[config.mk]
export PLATFORM = sky130hd
export DESIGN_NAME = pc_fetch_unit
export DESIGN_NICKNAME = d
export VERILOG_FILES = /design/src/rtl/pc_fetch_unit_pkg.sv /design/src/rtl/pc_fetch_unit_timeout_ctr.sv /design/src/rtl/pc_fetch_unit.sv
export SDC_FILE = /design/constraint.sdc
export NUM_CORES = 1
export LEC_CHECK = 0
export BUFFER_PORTS_ARGS = -buffer_cell sky130_fd_sc_hd__buf_4
export CORE_ASPECT_RATIO = 0.75
export CORE_MARGIN = 3
export CORE_UTILIZATION = 50
export DETAILED_ROUTE_END_ITERATION = 12
export GPL_ROUTABILITY_DRIVEN = 0
export PLACE_DENSITY = 0.92
export SKIP_CTS_REPAIR_TIMING = 1
export SYNTH_ARGS = -nofsm -noshare
export SYNTH_HDL_FRONTEND = slang
export SYNTH_SLANG_ARGS = --single-unit
[constraint.sdc]
create_clock -name clk -period 5.1 [get_ports clk]
set_input_delay 0.255 -clock clk [delete_from_list [all_inputs] [get_ports clk]]
set_output_delay 0.255 -clock clk [all_outputs]
set_load 0.1 [all_outputs]
[src/rtl/pc_fetch_unit_pkg.sv]
// -----------------------------------------------------------------------------
// fetch_pkg
//   Shared definitions for the PC fetch unit: FSM state encoding, the
//   instruction word size, the reset/bubble instruction value and a helper
//   that forces a PC onto a word boundary.
// -----------------------------------------------------------------------------
package fetch_pkg;

  typedef enum logic [1:0] {
    FETCH = 2'd0,
    WAIT  = 2'd1,
    HOLD  = 2'd2,
    TRAP  = 2'd3
  } fetch_state_e;

  localparam int unsigned WORD_BYTES = 4;
  localparam logic [31:0] INST_NOP   = 32'h0000_0000;

  // Clear the byte-offset bits so the PC always addresses a whole word.
  function automatic logic [31:0] align_pc(input logic [31:0] pc);
    return pc & ~(32'(WORD_BYTES) - 32'd1);
  endfunction

endpackage

[src/rtl/pc_fetch_unit_timeout_ctr.sv]
// -----------------------------------------------------------------------------
// fetch_timeout_ctr
//   8-bit wait-cycle counter used while the fetch unit waits for imem_rvalid.
// Ports:
//   clk  in  rising-edge clock
//   rst  in  asynchronous active-high reset
//   en   in  count one more idle wait cycle
//   clr  in  return the count to zero (wins over en)
//   hit  out count has reached MAX_WAIT
// -----------------------------------------------------------------------------
module fetch_timeout_ctr
  import fetch_pkg::*;
#(
  parameter int unsigned MAX_WAIT = 15
) (
  input  logic clk,
  input  logic rst,
  input  logic en,
  input  logic clr,
  output logic hit
);

  logic [7:0] cnt_q;
  logic [7:0] cnt_d;

  // Next count: clear has priority over increment.
  always_comb begin
    cnt_d = cnt_q;
    if (clr) begin
      cnt_d = 8'd0;
    end else if (en) begin
      cnt_d = cnt_q + 8'd1;
    end else begin
      cnt_d = cnt_q;
    end
  end

  // Count register.
  always_ff @(posedge clk or posedge rst) begin
    if (rst) begin
      cnt_q <= 8'd0;
    end else begin
      cnt_q <= cnt_d;
    end
  end

  assign hit = (cnt_q == 8'(MAX_WAIT));

endmodule

[src/rtl/pc_fetch_unit.sv]
// -----------------------------------------------------------------------------
// pc_fetch_unit
//   Holds the architectural PC, fetches the instruction at that PC from
//   instruction memory and presents {pc_o, inst_o} to decode with a
//   valid/ready handshake. On each accepted instruction the PC is reloaded
//   from nextpc_i (computed externally from pc_o/inst_o).
//
// Ports:
//   clk, rst     clock, asynchronous active-high reset
//   nextpc_i     next PC from the next-PC/branch logic
//   imem_req     one-cycle fetch request pulse, imem_addr = pc_o
//   imem_rvalid  / imem_rdata   instruction memory response
//   pc_o, inst_o, inst_valid, inst_ready   decode handshake
//   fetch_err    sticky: a fetch timed out since reset
//   inst_count   number of accepted instructions (wraps)
//   misalign     sticky misaligned-next-PC flag
//
// Build option: define PC_ALIGN_CHECK_EN to trap on a misaligned nextpc_i
// (PC loaded unmasked, misalign set, fetching stops until reset). Without it
// nextpc_i[1:0] is forced to zero and misalign is tied low.
// -----------------------------------------------------------------------------
module pc_fetch_unit
  import fetch_pkg::*;
#(
  parameter logic [31:0] RESET_PC = 32'h0000_0000,
  parameter int unsigned MAX_WAIT = 15
) (
  input  logic        clk,
  input  logic        rst,
  input  logic [31:0] nextpc_i,
  output logic        imem_req,
  output logic [31:0] imem_addr,
  input  logic        imem_rvalid,
  input  logic [31:0] imem_rdata,
  output logic [31:0] pc_o,
  output logic [31:0] inst_o,
  output logic        inst_valid,
  input  logic        inst_ready,
  output logic        fetch_err,
  output logic [31:0] inst_count,
  output logic        misalign
);

  fetch_state_e state_q,      state_d;
  logic [31:0]  pc_q,         pc_d;
  logic [31:0]  inst_q,       inst_d;
  logic         inst_valid_q, inst_valid_d;
  logic         imem_req_q,   imem_req_d;
  logic         fetch_err_q,  fetch_err_d;
  logic [31:0]  inst_count_q, inst_count_d;
  logic         misalign_q,   misalign_d;

  logic tmo_en_s;
  logic tmo_clr_s;
  logic tmo_hit_s;
  logic accept_s;

  assign accept_s = inst_valid_q & inst_ready;

  fetch_timeout_ctr #(
    .MAX_WAIT (MAX_WAIT)
  ) u_timeout (
    .clk (clk),
    .rst (rst),
    .en  (tmo_en_s),
    .clr (tmo_clr_s),
    .hit (tmo_hit_s)
  );

  // FSM next-state and datapath next values. The request flop is set on the
  // way into FETCH so the pulse coincides with the FETCH cycle; only the
  // first FETCH after reset spends an extra cycle raising it.
  always_comb begin
    state_d      = state_q;
    pc_d         = pc_q;
    inst_d       = inst_q;
    inst_valid_d = inst_valid_q;
    imem_req_d   = 1'b0;
    fetch_err_d  = fetch_err_q;
    inst_count_d = inst_count_q;
    misalign_d   = misalign_q;
    tmo_en_s     = 1'b0;
    tmo_clr_s    = 1'b0;

    case (state_q)
      FETCH: begin
        if (imem_req_q) begin
          state_d   = WAIT;
          tmo_clr_s = 1'b1;
        end else begin
          imem_req_d = 1'b1;
        end
      end

      WAIT: begin
        // A response on the timeout cycle wins over the timeout.
        if (imem_rvalid) begin
          inst_d       = imem_rdata;
          inst_valid_d = 1'b1;
          state_d      = HOLD;
          tmo_clr_s    = 1'b1;
        end else if (tmo_hit_s) begin
          fetch_err_d = 1'b1;
          tmo_clr_s   = 1'b1;
          imem_req_d  = 1'b1;
          state_d     = FETCH;
        end else begin
          tmo_en_s = 1'b1;
        end
      end

      HOLD: begin
        if (accept_s) begin
          inst_count_d = inst_count_q + 32'd1;
          inst_valid_d = 1'b0;
`ifdef PC_ALIGN_CHECK_EN
          if (nextpc_i[1:0] != 2'b00) begin
            pc_d       = nextpc_i;
            misalign_d = 1'b1;
            state_d    = TRAP;
          end else begin
            pc_d       = align_pc(nextpc_i);
            imem_req_d = 1'b1;
            state_d    = FETCH;
          end
`else
          pc_d       = align_pc(nextpc_i);
          imem_req_d = 1'b1;
          state_d    = FETCH;
`endif
        end else begin
          state_d = HOLD;
        end
      end

      TRAP: begin
`ifdef PC_ALIGN_CHECK_EN
        inst_valid_d = 1'b0;
        state_d      = TRAP;
`else
        // Unreachable in this build; fall back to fetching.
        inst_valid_d = 1'b0;
        state_d      = FETCH;
`endif
      end

      default: begin
        inst_valid_d = 1'b0;
        state_d      = FETCH;
      end
    endcase
  end

  // State and output registers.
  always_ff @(posedge clk or posedge rst) begin
    if (rst) begin
      state_q      <= FETCH;
      pc_q         <= RESET_PC;
      inst_q       <= INST_NOP;
      inst_valid_q <= 1'b0;
      imem_req_q   <= 1'b0;
      fetch_err_q  <= 1'b0;
      inst_count_q <= 32'd0;
      misalign_q   <= 1'b0;
    end else begin
      state_q      <= state_d;
      pc_q         <= pc_d;
      inst_q       <= inst_d;
      inst_valid_q <= inst_valid_d;
      imem_req_q   <= imem_req_d;
      fetch_err_q  <= fetch_err_d;
      inst_count_q <= inst_count_d;
      misalign_q   <= misalign_d;
    end
  end

  assign imem_req   = imem_req_q;
  assign imem_addr  = pc_q;
  assign pc_o       = pc_q;
  assign inst_o     = inst_q;
  assign inst_valid = inst_valid_q;
  assign fetch_err  = fetch_err_q;
  assign inst_count = inst_count_q;
`ifdef PC_ALIGN_CHECK_EN
  assign misalign   = misalign_q;
`else
  assign misalign   = 1'b0;
`endif

endmodule

After elaboration in Yosys (flattened, before gate mapping)
Cells that the tools add are included.
Storage, ports and cells
  output and inout bits: 132
  register bits: 107
  input bits: 68
  logic and storage cells: 49
Cells by class
  reduce and logical (&&, ||, !) cells: 8
  equality and inequality tests: 8
  add/subtract/negate cells: 2
  bitwise gates (word level): 2
  mux-type cells: 21
Operators with widths (count)
  adder 32 x 1 -> 32 bit, second input constant: 1
  two-way mux 8 bit: 2
  two-way mux 1 bit: 11
  adder 8 x 1 -> 8 bit, second input constant: 1
  equality test 8 x 4 -> 1 bit, second input constant: 1
  two-way mux 2 bit: 4
  one-hot mux 2 bit (4 select lines): 1
  inequality test 2 bit, second input constant: 3
  one-hot mux 1 bit (3 select lines): 2
  AND reduction 2 bit: 3
  AND reduction 3 bit: 2
  equality test 2 bit, second input constant: 2
  inequality test 3 bit, second input constant: 1
  nonzero test 3 bit: 1
  equality test 2 x 1 -> 1 bit, second input constant: 1
  logical NOT 2 bit: 1
  one-hot mux 1 bit (2 select lines): 1
  nonzero test 2 bit: 1
  AND 1 bit: 1
  NOT 1 bit: 1

Depth between registers and ports, before layout
Gate-level depths: netlist of run 1.
  depth after elaboration: 6
  mapped depth: 7

Hierarchy
Synthesis of run 1 repeated with hierarchy kept, for this count alone.
Unflattened totals
  cells, all modules: 424
  area total of the unflattened synthesis: 4733.3 um2
Modules (own cells, without submodules)
  pc_fetch_unit: cells each 384, instances 1, area an instance 4325.4 um2
  fetch_timeout_ctr: cells each 40, instances 1, area an instance 407.9 um2

Worst setup path before layout of run 1
Ideal clock, no wire load.
  kind: register to register
  start point: register inst_count_q[0], in the netlist inst_count[0]
  end point: register inst_count_q[22], in the netlist inst_count[22]
  required time: 4.942 ns
  setup slack: 2.639 ns
  stages on the path, launching flop included: 8
  arrival: 2.303 ns
  buffers on the path: 1
  period minus slack after synthesis: 2.461 ns
  cells stage by stage: dfrtp_1 -> ha_1 -> nand2_1 -> nor3_2 -> and4_1 -> buf_2 -> nand4_1 -> xnor2_1
Between the ends
  longest elaborated chain between the ends: 1
Ends and longest elaborated chain
  start: declaration: line pc_fetch_unit.sv:50  | logic [31:0] inst_count_q, inst_count_d;
  start signal: assignment: line pc_fetch_unit.sv:172  | inst_count_q <= inst_count_d;
  adder 32 x 1 -> 32 bit: line pc_fetch_unit.sv:114  | inst_count_d = inst_count_q + 32'd1;
Every way passes these cells.
A chain may end at the register's enable or synchronous reset.

Worst setup path after layout of run 1
  start point: register state_q[1]
  end point: register inst_count_q[28], in the netlist inst_count[28]
Between the ends
  longest elaborated chain between the ends: 2
Ends and longest elaborated chain
  start: declaration: line pc_fetch_unit.sv:44  | fetch_state_e state_q, state_d;
  start signal: assignment: line pc_fetch_unit.sv:166  | state_q <= state_d;
  equality test 2 bit: line pc_fetch_unit.sv:85  | case (state_q)
  AND reduction 2 bit (no line)
Every way passes these cells.

==> results.toml, run 1 <==
[setup_path]
crit_start = "state_q[1]"
worst_setup_path_end_kind = "register"
reg2reg_slack_ns = 2.60
r2r_end = "inst_count[28]"
ff2ff_path_depth = 5
cp_cell_sequence = "nand4b_4, nor3_2, and4_1, nand4_1, xnor2_1"
critical_path_required_ns = 5.33
worstPathArrival_ns = 2.73
path_delay_family = "simple AND/OR/NAND/NOR gates"
critPathSlowestCell = "dfrtp_1"
slowest_delay_ns = 0.54
crit_buf_inv = 0
r2r-start = "state_q[1]"
critPathKind = "register to register"
cp_max_fo = 36
cp-start-kind = "register"

[global_route]
gr-total-overflow = 0
grt_start_max_net_pins = 56
antenna_found_initial = 0
grt_usage_pct = 20.8
grt_pass1_wl_um = 16900
grt_pass1_vias = 3561

[detailed_routing]
wire_per_inst_um = 15.2
firstDrtPassIters = 4
remaining_drc_errors = 0
initialDrtViolationCount = 183
antenna_left = 0
viasPerCell = 5.08
wirelength_um = 10500
num_vias = 3502

[cells_and_area]
final_common_cell = "buf_4"
syn2layout_area_growth_pct = 35.7
drive_above_1_share_pct = 43.6
mostFrequentLayoutCells = "buf_4 (195), nand2_1 (109), dfrtp_1 (107)"
fin_nets = 647
final_area_sq_mm = 0.00622
utilization_pct = 71.8
fill_cells = 594
antenna_cells = 0

[clock_network]
clk_latency_ns = 0.34
cts_buffer_depth = 2
cts_htree_levels = 3
cts_made_buffers = 9
cts_sinks = 107
root_buffer = "clkbuf_16"
clk_pin_slew_ns = 0.07
cts_tree = "done"

[place]
io_buffers = 192
hpwl_um = 7940
place_area_sq_mm = 0.00590

[floorplanning]
dieArea_sq_mm = 0.0104
core_area_sq_mm = 0.00867
num_rows = 29
initial_core_util_pct = 52.9
die_y_um = 89.0
ios = 200
die_x_um = 117

[sta]
setup_violations = 0
slew_headroom_pct = 43.3
hold_viol_final = 0
tightest_slew_ns = 0.843
fmax_ghz = 0.400
skew_ns = 0.00838
fin_crit_sh_pct = 49.0
fin_tns_setup_ns = 0
rsz0062_at_grt = "no"
period_needed_ns = 2.50
slew_viol_final = 0

[logic_synthesis]
synth_compound_area_share_pct = 1.85
syn_area_sq_mm = 0.00459
avgSynthCellArea_sq_um = 11.1
syn_inst = 413
seq_area_frac_synth_pct = 58.4
synth_cell_types = 31
ys_warn_count = 0
synth_xor_area_share_pct = 6.68
muxShareOfSynthArea_pct = 7.85
synthSimpleGateAreaFrac_pct = 17.6
synth_fa_ha_area_share_pct = 0.545
synth_top_family_by_area = "simple AND/OR/NAND/NOR gates"
ys_ff_latch = 107

[worst_hold_path]
hp-class = "primary input to async pin"

[flow_run]
drv_cap = 0

[outcome]
status = "complete, no violations"
## worst max path at each step
stage / slack (ns) / to / depth (start not counted)
6_report: 2.60 / inst_count[28] / 5
5_1_grt: 2.35 / inst_count[28] / 5
4_1_cts: 2.62 / inst_count[28] / 5
3_5_place_dp: 2.65 / inst_count[28] / 5
3_3_place_gp: 2.73 / inst_count[28] / 5
2_1_floorplan: 2.03 / fetch_err / 1
## final cells by class
| cell class | count | area, sq um | area share [%] |
|---|---|---|---|
| multi-input cells | 260 | 1610 | 25.8 |
| repair buffers | 195 | 1460 | 23.5 |
| inverters | 4 | 17.5 | 0.281 |
| flip-flops and latches | 107 | 2680 | 43.0 |
| clock buffers | 9 | 225 | 3.62 |
| clock inverters | 7 | 98.8 | 1.59 |
| well taps | 108 | 135 | 2.17 |
## metrics by stage
stage,setup slack [ns],cells,hold WS (ns)
after floorplan,2.03,417,0.360
after global placement,2.73,674,0.381
after detailed placement,2.65,674,0.400
after CTS,2.62,690,0.0226
after global routing,2.35,690,0.0510
final,2.60,690,0.0100
## state kept, by name, indices dropped and copies added (netlist names)
register	cells
inst_valid	1
inst_count	32
u_timeout.cnt_q	8
imem_req	1
fetch_err	1
state_q	2
imem_addr	30
inst_o	32
## routing by layer
| metal | global-route usage, % | vias to the layer above | share of wire (%) |
|---|---|---|---|
| met2 | 34.3 | 156 | 48 |
| li1 | - | 1653 | - |
| met4 | 6.25 | 0 | 1.4 |
| met1 | 25.0 | 1679 | 40 |
| met3 | 9.27 | 14 | 11 |
| met5 | 0 | - | 0 |
## synthesized netlist by cell type
master | instances | area [sq um]
nand2_1 | 109 | 409
nand4_1 | 12 | 75.1
or2_2 | 4 | 25.0
a31o_2 | 1 | 8.76
and4_1 | 5 | 43.8
nand3_1 | 11 | 55.1
dfrtp_1 | 107 | 2680
xnor2_1 | 24 | 210
ha_1 | 2 | 25.0
nor2_1 | 16 | 60.1
nand2b_1 | 2 | 12.5
conb_1 | 1 | 3.75
clkbuf_1 | 9 | 33.8
nor4_4 | 1 | 21.3
nand4b_4 | 1 | 23.8
buf_4 | 36 | 270
buf_2 | 1 | 5.00
and3_1 | 5 | 31.3
a21oi_1 | 3 | 15.0
inv_1 | 4 | 15.0
nor3_2 | 1 | 10.0
mux2_2 | 32 | 360
and2_1 | 1 | 6.26
xor2_1 | 11 | 96.3
a31oi_1 | 4 | 25.0
nand4_2 | 1 | 12.5
a21o_1 | 1 | 7.51
o31a_1 | 1 | 8.76
nor4_1 | 2 | 12.5
nor3b_1 | 1 | 7.51
o21ai_0 | 4 | 20.0
## logic make-up (layout without fill, tap and decap cells)
logic type               Yosys count  after routing
AO/OA/AOI/OAI                     14             14
XOR/XNOR                          35             35
adder cells (fa/ha/maj)            2              2
buffers and inverters             50            215
flip-flops                       107            107
multiplexers                      32             32
other                              1              5
AND/OR/NAND/NOR                  172            172
Power of run 1 is not shown: default switching activity piles up to over one toggle a cycle in this logic, so the estimate is an artifact.
==> run 2, diff against run 1 <==
- CORE_UTILIZATION: 50 -> 43
- PLACE_DENSITY: 0.92 -> 0.84
- clock period: 5.1 -> 2.2 ns (I/O delays scaled with it)
==> results.toml, run 2 (synthesized netlist as in run 1, its figures left out) <==
[clock_network]
cts_htree_levels = 3
root_buffer = "clkbuf_16"
cts_tree = "done"
cts_sinks = 107
cts_made_buffers = 9
clk_pin_slew_ns = 0.07
cts_buffer_depth = 2
clk_latency_ns = 0.34

[place]
io_buffers = 192
hpwl_um = 8190
place_ws_ns = 0.225

[outcome]
status = "complete, but fails checks"
violations = "negative hold slack"

[setup_path]
critical_path_required_ns = 2.46
cp_max_fo = 4
crit_start = "u_timeout.cnt_q[0]"
worst_setup_path_end_kind = "register"
reg2reg_slack_ns = 0.18
r2r_end = "u_timeout.cnt_q[5]"
ff2ff_path_depth = 6
worstPathArrival_ns = 2.27
r2r-start = "u_timeout.cnt_q[0]"
cp-start-kind = "register"
critPathKind = "register to register"

[sta]
fin_tns_setup_ns = 0
setup_slack_ns = 0.181
skew_ns = 0.0105
period_needed_ns = 2.02
slew_viol_final = 0
tightest_slew_ns = 0.705
fmax_ghz = 0.495
hold_viol_final = 55
setup_violations = 0
fin_crit_sh_pct = 91.8
slew_headroom_pct = 53.0
rsz0062_at_grt = "no"
fin_hold_ws_ns = -0.0309

[cells_and_area]
syn2layout_area_growth_pct = 48.5
fill_cells = 727
drive_above_1_share_pct = 42.2
final_common_cell = "buf_4"
mostFrequentLayoutCells = "buf_4 (197), nand2_1 (109), dfrtp_1 (95)"
fin_nets = 703
antenna_cells = 0

[floorplanning]
ios = 200
initial_core_util_pct = 45.8
num_rows = 31
dieArea_sq_mm = 0.0120
die_x_um = 125
die_y_um = 95.5
core_area_sq_mm = 0.0100

[global_route]
gr-total-overflow = 0
grt_usage_pct = 18.0
grt_pass1_vias = 3517
grt_pass1_wl_um = 17400
grt_start_max_net_pins = 58
antenna_found_initial = 0

[detailed_routing]
remaining_drc_errors = 0
wire_per_inst_um = 16.0
wirelength_um = 12300
num_vias = 3770
firstDrtPassIters = 4
antenna_left = 0
viasPerCell = 4.90
initialDrtViolationCount = 201

[flow_run]
drv_cap = 0

[worst_hold_path]
hp-class = "primary input to async pin"
==> run 2: through the flow <==
| step | util [%] | hold slack (ns) | instances | instance area [sq um] |
|---|---|---|---|---|
| floorplan | - | 0.215 | 417 | 4620 |
| detailed placement | 59.8 | 0.309 | 701 | 5980 |
| global placement | 59.8 | 0.302 | 701 | 5980 |
| finish | 68.1 | -0.0309 | 770 | 6810 |
| global route | 68.1 | 0.00150 | 770 | 6810 |
| CTS | 62.8 | -0.0476 | 717 | 6280 |
==> run 2: how the worst max path moves through the flow <==
stage	cells after the start	slack [ns]	endpoint
6_report	6	0.18	u_timeout.cnt_q[5]
5_1_grt	6	0.03	u_timeout.cnt_q[5]
4_1_cts	6	0.20	u_timeout.cnt_q[5]
3_5_place_dp	5	0.23	inst_count[29]
3_3_place_gp	5	0.30	inst_count[27]
2_1_floorplan	5	0.02	inst_count[29]
==> run 2: cell type report <==
class / instances / area, sq um / area share, %
Clock buffer: 9 / 225 / 3.31
Clock inverter: 7 / 75.1 / 1.10
Inverter: 4 / 18.8 / 0.275
Multi-Input combinational cell: 260 / 1610 / 23.6
Sequential cell: 107 / 2690 / 39.5
Tap cell: 132 / 165 / 2.42
Timing Repair Buffer: 251 / 2030 / 29.8
==> run 2: per-layer routing <==
metal | routed length (um) | up-vias | share of wire [%] | track usage, %
met1 | 4780 | 1818 | 39 | 21.1
met5 | 0 | - | 0 | 0
met3 | 949 | 21 | 7.7 | 7.00
li1 | - | 1761 | - | -
met2 | 6390 | 170 | 52 | 31.7
met4 | 178 | 0 | 1.4 | 4.42
==> run 2: worst max-delay path, cell delays in order (launching register included) <==
cell and delay [ns]:
dfrtp_1 0.43, ha_1 0.24, and3_1 0.23, and2_1 0.19, nor4_1 0.50, a21oi_1 0.15, a31oi_1 0.19
Power of run 2 is left out for the same reason.
==> run 3, diff against run 2 <==
- CORE_ASPECT_RATIO: 0.75 -> 1.4
- CORE_MARGIN: 3 -> 5
==> results.toml, run 3 (synthesized netlist as in run 1, its figures left out) <==
[clock_network]
cts_tree = "done"
cts_htree_levels = 3
cts_made_buffers = 9
clk_pin_slew_ns = 0.07
cts_buffer_depth = 2
clk_latency_ns = 0.34
cts_sinks = 107
root_buffer = "clkbuf_16"

[setup_path]
path_delay_family = "simple AND/OR/NAND/NOR gates"
cp-start-kind = "register"
ff2ff_path_depth = 6
cp.depth = 6
worst_setup_path_end_kind = "register"
critPathKind = "register to register"
slowest_delay_ns = 0.42
cp_max_fo = 8
cp_cell_sequence = "ha_1, and3_1, and2_1, o31a_1, or2_2, a31oi_1"
worstPathArrival_ns = 2.25
critPathSlowestCell = "dfrtp_1"
crit_buf_inv = 0
critical_path_required_ns = 2.45

[sta]
fin_tns_setup_ns = 0
fmax_ghz = 0.499
rsz0062_at_grt = "no"
slew_viol_final = 0
setup_violations = 0
fin_hold_ws_ns = -0.0199
period_needed_ns = 2.00
slew_headroom_pct = 52.3
hold_viol_final = 4
skew_ns = 0.0119
fin_crit_sh_pct = 91.1
tightest_slew_ns = 0.714

[detailed_routing]
viasPerCell = 4.84
antenna_left = 0
wirelength_um = 12100
remaining_drc_errors = 0
num_vias = 3710
initialDrtViolationCount = 140
firstDrtPassIters = 4
wire_per_inst_um = 15.8

[cells_and_area]
regArea_sq_mm = 0.00269
mostFrequentLayoutCells = "buf_4 (200), nand2_1 (109), dfrtp_1 (95)"
final_common_cell = "buf_4"
syn2layout_area_growth_pct = 46.3
drive_above_1_share_pct = 42.9
multi_input_area_sq_mm = 0.00161
antenna_cells = 0
fin_nets = 694
fill_cells = 765

[outcome]
violations = "negative hold slack"
status = "complete, but fails checks"

[global_route]
antenna_found_initial = 0
grt_pass1_vias = 3697
grt_usage_pct = 17.8
gr-total-overflow = 0
grt_pass1_wl_um = 18800
grt_start_max_net_pins = 57

[floorplanning]
dieArea_sq_mm = 0.0129
die_y_um = 132
initial_core_util_pct = 44.1
die_x_um = 97.3
num_rows = 44
ios = 200
core_area_sq_mm = 0.0104

[place]
io_buffers = 192
hpwl_um = 8690

[flow_run]
drv_cap = 0

[worst_hold_path]
hp-class = "primary input to register"
holdPathStages = 3
==> run 3: changes by cell type in the layout (fill, tap and decap cells not counted) <==
cell and delta:
clkinv_2 +1, dlygate4sd3_1 -12, buf_4 +3, clkinvlp_4 -2, clkinv_4 +1, inv_6 -2
clkbuf_1 +2
==> run 3: worst paths after layout <==
check / slack, ns / startpoint / end
max in group asynchronous: 1.01 / rst / inst_count[2]
min: -0.02 / nextpc_i[19] / imem_addr[19]
max reg2reg: 0.20 / u_timeout.cnt_q[0] / u_timeout.cnt_q[5]
max: 0.20 / u_timeout.cnt_q[0] / u_timeout.cnt_q[5]
min in group asynchronous: 0.44 / rst / imem_addr[4]
min reg2reg: 0.47 / inst_count[31] / inst_count[31]
==> run 3: worst min-delay path: cells and delay by family <==
kind,cells,cell delay (ns)
and+or+nand+nor,2,0.10
buffers and inverters,1,0.08
==> run 3: metal layers <==
layer  share of wire, %  GRT usage (%)  vias up
met5                  0              0        -
met4                2.2           5.85        0
met3                7.3           6.51       22
met2                 52           30.8      171
met1                 38           20.4     1775
li1                   -              -     1742
==> run 3: cell type report <==
| type | count | share of cell area, % |
|---|---|---|
| clock inverters | 5 | 0.839 |
| well taps | 138 | 2.57 |
| multi-input cells | 260 | 23.9 |
| flip-flops and latches | 107 | 40.1 |
| clock buffers | 11 | 3.47 |
| inverters | 4 | 0.280 |
| repair buffers | 242 | 28.8 |
==> run 3: stage by stage <==
step / utilization [%] / std cells / worst slack (ns) / hold slack, ns / instance area (sq um)
finish: 64.5 / 767 / 0.197 / -0.0199 / 6710
global route: 64.5 / 767 / 0.0850 / 0.00172 / 6710
CTS: 60.6 / 726 / 0.198 / -0.100 / 6300
detailed placement: 57.8 / 710 / 0.214 / 0.267 / 6010
global placement: 57.8 / 710 / 0.320 / 0.247 / 6010
floorplan: - / 417 / 0.0180 / 0.215 / 4620
Power of run 3 is left out for the same reason.
